## config.mk

```make
export PLATFORM = sky130hd
export DESIGN_NAME = fetch_queue
export DESIGN_NICKNAME = d
export VERILOG_FILES = /design/src/rtl/fetch_queue.sv
export SDC_FILE = /design/constraint.sdc
export NUM_CORES = 1
export LEC_CHECK = 0
export ABC_AREA = 1
export CAP_MARGIN = 10
export CORE_MARGIN = 5
export CORE_UTILIZATION = 55
export CTS_CLUSTER_SIZE = 30
export DETAILED_ROUTE_END_ITERATION = 10
export PLACE_DENSITY = 0.8
export SLEW_MARGIN = 20
export SYNTH_ARGS = -nofsm -noshare
export SYNTH_HDL_FRONTEND = slang
export SYNTH_SLANG_ARGS = --single-unit
export TNS_END_PERCENT = 30
```

## constraint.sdc

```tcl
create_clock -name clk_i -period 6.2 [get_ports clk_i]
set_input_delay 1.55 -clock clk_i [delete_from_list [all_inputs] [get_ports clk_i]]
set_output_delay 1.55 -clock clk_i [all_outputs]
set_load 0.1 [all_outputs]
```

## src/rtl/fetch_queue.sv

```systemverilog
// Instruction fetch front-end: drives the fetch PC into an async ROM and buffers
// returned words with their PCs in a small FIFO feeding the core over valid/ready.
module fetch_queue #(
   parameter int unsigned     XLEN     = 64,
   parameter int unsigned     ILEN     = 32,
   parameter int unsigned     DEPTH    = 4,
   parameter logic [XLEN-1:0] RESET_PC = '0
) (
   input  logic                       clk_i,
   input  logic                       rst_i,
   output logic [XLEN-1:0]            rom_addr_o,
   input  logic [ILEN-1:0]            rom_data_i,
   output logic                       inst_valid_o,
   output logic [ILEN-1:0]            inst_o,
   output logic [XLEN-1:0]            inst_pc_o,
   input  logic                       inst_ready_i,
   input  logic                       redirect_valid_i,
   input  logic [XLEN-1:0]            redirect_pc_i,
   output logic [$clog2(DEPTH):0]     fill_o
);

   localparam int unsigned AW = $clog2(DEPTH);
   localparam int unsigned CW = AW + 1;

   logic [XLEN-1:0] fetch_pc_q;
   logic [AW-1:0]   rptr_q;
   logic [AW-1:0]   wptr_q;
   logic [CW-1:0]   count_q;
   logic [CW-1:0]   count_d;
   logic            valid_c;
   logic            pop_c;
   logic            push_c;
   logic [XLEN-1:0] redirect_aligned_c;

   logic [ILEN-1:0] inst_mem [DEPTH];
   logic [XLEN-1:0] pc_mem   [DEPTH];

   assign valid_c            = (count_q != '0);
   assign redirect_aligned_c = redirect_pc_i & ~XLEN'(3);

   // Handshake decode; a redirect suppresses both push and pop for the cycle.
   always_comb begin
      pop_c   = 1'b0;
      push_c  = 1'b0;
      count_d = count_q;
      if (!redirect_valid_i) begin
         pop_c   = valid_c & inst_ready_i;
         push_c  = (count_q < CW'(DEPTH)) | pop_c;
         count_d = count_q + CW'(push_c) - CW'(pop_c);
      end
   end

   // Control state: fetch PC, pointers and occupancy.
   always_ff @(posedge clk_i or posedge rst_i) begin
      if (rst_i) begin
         fetch_pc_q <= RESET_PC;
         rptr_q     <= '0;
         wptr_q     <= '0;
         count_q    <= '0;
      end else if (redirect_valid_i) begin
         fetch_pc_q <= redirect_aligned_c;
         rptr_q     <= '0;
         wptr_q     <= '0;
         count_q    <= '0;
      end else begin
         count_q <= count_d;
         if (push_c) begin
            fetch_pc_q <= fetch_pc_q + XLEN'(4);
            wptr_q     <= wptr_q + AW'(1);
         end
         if (pop_c) begin
            rptr_q <= rptr_q + AW'(1);
         end
      end
   end

   // Storage needs no reset: entries are only visible behind a nonzero count.
   always_ff @(posedge clk_i) begin
      if (push_c) begin
         inst_mem[wptr_q] <= rom_data_i;
         pc_mem[wptr_q]   <= fetch_pc_q;
      end
   end

   assign rom_addr_o   = fetch_pc_q;
   assign inst_valid_o = valid_c;
   assign inst_o       = valid_c ? inst_mem[rptr_q] : '0;
   assign inst_pc_o    = valid_c ? pc_mem[rptr_q]   : '0;
   assign fill_o       = count_q;

endmodule

```

Word level (Yosys, flattened, before mapping)

Memory sizes are Yosys's and may differ from the RTL's.
Cells that the tools add are included.

Register bits: 71
Latch bits: 0
Memory bits (writable): 384
Memory bits (read-only): 0
Input bits: 100
Output and inout port bits: 164
Logic and storage cells: 30
Memories: 2

Add/subtract/negate cells: 5
Multipliers: 0
Div/mod/pow operators: 0
$lt $le $gt $ge: 1
Equality and inequality tests: 0
Shifts and indexed selects: 0
Mux-type cells: 13
Bitwise operators: 2
Reductions and logical operators: 3

Memories:

| name     | depth | width | rd ports | clocked after memory_dff | write ports | line | RTL |
|---|---|---|---|---|---|---|---|
| pc_mem   | 4     | 64    | 1        | 0                        | 1           | 36   | `logic [XLEN-1:0] pc_mem [DEPTH];` |
| inst_mem | 4     | 32    | 1        | 0                        | 1           | 35   | `logic [ILEN-1:0] inst_mem [DEPTH];` |

Operators with widths:

| kind                  | number |
|---|---|
| $mux 64               | 3 |
| $add 64x3->64 const B | 1 |
| $mux 32               | 1 |
| $mux 2                | 4 |
| $add 2x1->2 const B   | 2 |
| $mux 1                | 4 |
| $reduce_bool 2->1     | 2 |
| $add 3x1->3           | 1 |
| $lt 3x3->1 const B    | 1 |
| $mux 3                | 1 |
| $reduce_bool 3->1     | 1 |
| $sub 3x1->3           | 1 |
| $and 1x1->1           | 1 |
| $or 1x1->1            | 1 |

Depth between registers and ports, before layout

Depth after elaboration: 6
Depth in mapped cells: 10
Gate-level depth less buffers: 10

Worst setup path after synthesis

Ideal clock, no wire load.

Path kind: input -> register
Start: in redirect_valid_i
End: mem inst_mem[0][0], enable pin
Setup time: 0.548 ns
Data arrival time: 5.989 ns
Data required time: 5.652 ns
Path slack: -0.336 ns
Stages: 5
Path buffers: 2
Cell sequence: buf_2 inv_1 nand2_1 clkbuf_1 nor2_1

Cells in the longest elaborated chain, start to end: 3

RTL lines:

| item                         | line | RTL |
|---|---|---|
| start, declared              | 17   | `input logic redirect_valid_i,` |
| $mux 1                       | 46   | `if (!redirect_valid_i) begin` |
| $mux 1                       | 79   | `if (push_c) begin` |
| $mux 1 (implied by the code) | 80   | `inst_mem[wptr_q] <= rom_data_i;` |
| end, declared                | 35   |  |

No other way between the ends.

Final worst setup path

Start: reg count_q[1] (netlist: fill_o[1])
End: out inst_valid_o

Cells in the longest elaborated chain, start to end: 1

RTL lines:

| item                   | line | RTL |
|---|---|---|
| start, declared        | 28   | `logic [CW-1:0] count_q;` |
| start signal, assigned | 66   | `count_q <= count_d;` |
| $reduce_bool 3->1      | 38   | `assign valid_c = (count_q != '0);` |
| end, declared          | 13   | `output logic inst_valid_o,` |

No other way between the ends.

==> metrics.md <==
| Metric | Value |
|---|---|
| Status | `completed` |
| CTS max path bufs | `3` |
| Crit Path Category | `reg -> out` |
| Area contributors post-synth | `edfxtp_1 58%, nor2_1 9.6%, dfrtp_1 8.8%` |
| Max Clk Rate | `208 MHz` |
| VDD IR max | `0.690 mV` |
| Mapped Area | `19,600 µm²` |
| Hold Fails Final Rpt | `0` |
| Worst-path clk slew | `60 ps` |
| Die Footprint | `39,400 µm²` |
| Post-CTS setup buffers | `0` |
| Number of max-cap violations | `0` |
| Routed WL per cell | `20.7 µm` |
| Worst Setup SP | `fill_o[1]` |
| Ys flop type | `edfxtp_1` |
| Worst EP required | `4650 ps` |
| Synthesis Warnings | `0` |
| # DRC | `0` |
| #FFs+latches synth | `445` |
| Root Buffer | `clkbuf_16` |
| Largest net degree at the start of global routing | `171` |
| Lkg Pwr | `8.71 nW` |
| Slowest cell on crit path | `clkdlybuf4s50_1` |
| Top-level port count | `264` |
| TritonCTS clock tree | `done` |
| Cell Count, Final, Fillers Out | `2,616` |
| Sequential share of the synthesized area | `0.666` |
| Detail Placement HPWL | `34,000 µm` |
| DR vias/cell | `5.64` |
| Worst-path maximum fanout | `30` |
| Initial Utilization | `0.554` |
| PostCTS Resize Cnt | `0` |
| Clock tree sinks | `445` |
| Yosys top cell area share | `0.577` |
| Die Wd | `199 µm` |
| R2R setup slack | `3030 ps` |
| Diode count | `0` |
| Router iterations before antenna repair | `5` |
| H-tree depth | `2` |
| P&R area growth vs syn | `22.0%` |
| I/O Buffers | `257` |
| Slowest cell delay on critical path | `1110 ps` |
| PD cells | `558 nW/µm²` |
| Layout cells sized above 1 | `0.104` |
| Placed insts | `2,537` |
| Post-Syn Instances | `1,887` |
| Cell variety after synth | `40` |
| Final period utilization | `0.777` |
| GP Congestion | `0.927` |
| R2R Path Start | `fill_o[1]` |
| Mean post-synth cell area | `10.4 µm²` |
| Pre-CTS setup slack | `1860 ps` |
| Cell taking the most area after synthesis | `edfxtp_1` |
| Clk_lat worst skew | `550 ps` |
| Crit. End Element | `output pin` |
| Post-synth EDFFs | `376` |
| Tightest hold margin | `566 ps` |
| Total grt overflow | `0` |
| Final WS setup | `1380 ps` |
| Vias in the first global route | `14,448` |
| Min-delay src | `wptr_q[0]` |
| Die Y-Extent | `199 µm` |
| Crit path time final | `4820 ps` |
| Post-synth ARST share | `0.155` |
| Critical path launch point type | `flip-flop` |
| First-pass GRT wire length | `82,100 µm` |
| Antenna Violating Nets Remaining | `0` |
| Crit path buffers/inverters | `2` |
| Post-CTS Hold Buffers | `0` |
| Layout fillers | `2,659` |
| Slew headroom | `0.215` |
| Core area | `35,300 µm²` |
| Commonest non-fill, non-tap cell in the layout | `nor2_1` |
| Critical path's top delay family | `buffers and inverters` |
| Worst hold path class | `reg -> reg` |
| Routed vias | `14,755` |
| Worst Path Arrival | `3270 ps` |
| RSZ-0062 raised after global routing | `false` |
| Setup-failing EPs final | `0` |
| GRT Resource Usage Total | `0.270` |
| Fin nets | `2,228` |
| Final Max Slew Viols | `0` |
| Post-Route Skew | `19.6 ps` |
| Row cnt | `69` |
| Most frequent cells in the layout | `495 x nor2_1, 376 x edfxtp_1, 268 x nand2_1` |
| Crit-path cells | `or2_2 -> nor2_4 -> inv_1 -> clkdlybuf4s50_1` |
| Initial drt markers | `1,321` |
| Worst Tran Pin Value | `1170 ps` |
| Final Util | `0.675` |
| Initial antenna violation count | `0` |
| TritonCTS buffer count | `43` |
| Setup tns final | `0 ps` |
| Post-Route WL | `54,100 µm` |
## final cells by class
cell class              instances  area, µm²  share of cell area
flip-flops and latches        445      13000               0.546
multi-input cells            1278       5910               0.248
repair buffers                282       2640               0.110
clock buffers                  51       1160              0.0485
well taps                     461        577              0.0242
clock inverters                28        273              0.0114
inverters                      71        270              0.0113
## synthesized netlist by cell type (25+ instances only)
master and number:
a21oi_1 99, o21ai_1 25, clkbuf_1 57, a22oi_1 38
o21ai_0 191, buf_2 28, xnor2_1 27, inv_1 68
nand2_1 268, dfrtp_1 69, nor2_1 500, nand3_1 48
edfxtp_1 376
## per-stage QoR
stage          power [W]  instance area [µm²]
2_1_floorplan    0.00917                19600
3_5_place_dp      0.0107                22400
5_1_grt           0.0138                23900
6_report          0.0133                23900
3_3_place_gp      0.0107                22400
4_1_cts           0.0134                23900
## sequential cells by signal, summed over array words and instances (netlist names)
name,flops
pc_mem,248
wptr_q,2
inst_mem,128
rom_addr_o,62
fill_o,3
rptr_q,2
## power breakdown
part,switching [W],internal (W),total [W]
registers,0.000404,0.00379,0.00420
clock network,0.00107,0.00154,0.00261
logic,0.00525,0.00123,0.00649
## cell families (layout without fill, tap and decap cells)
logic type                 after synthesis  after routing  synth area share
xor gates and xnor gates                30             30            0.0134
adders and majority gates                7              7           0.00486
buffers and inverters                  168            432            0.0348
AOI/OAI and AO/OA                      366            366             0.100
other                                    1              5          0.000192
and+or+nand+nor                        870            870             0.181
DFF                                    445            445             0.666
## routing by layer
| metal | vias up | routed length (µm) | GRT usage |
|---|---|---|---|
| met5 | - | 0 | 0 |
| met4 | 0 | 2020 | 0.0932 |
| met3 | 117 | 3940 | 0.0376 |
| met2 | 648 | 26500 | 0.452 |
| met1 | 7062 | 21700 | 0.366 |
| li1 | 6928 | - | - |
## final timing paths
| path | endpoint | cells after the start |
|---|---|---|
| max | inst_valid_o | 4 |
| min | wptr_q[0] | 1 |
| max reg2reg | fill_o[2] | 10 |
| min reg2reg | wptr_q[0] | 1 |
| max in group asynchronous | rptr_q[0] | 3 |
| min in group asynchronous | rom_addr_o[47] | 3 |
Note: power is estimated with default switching activity, not from simulation.
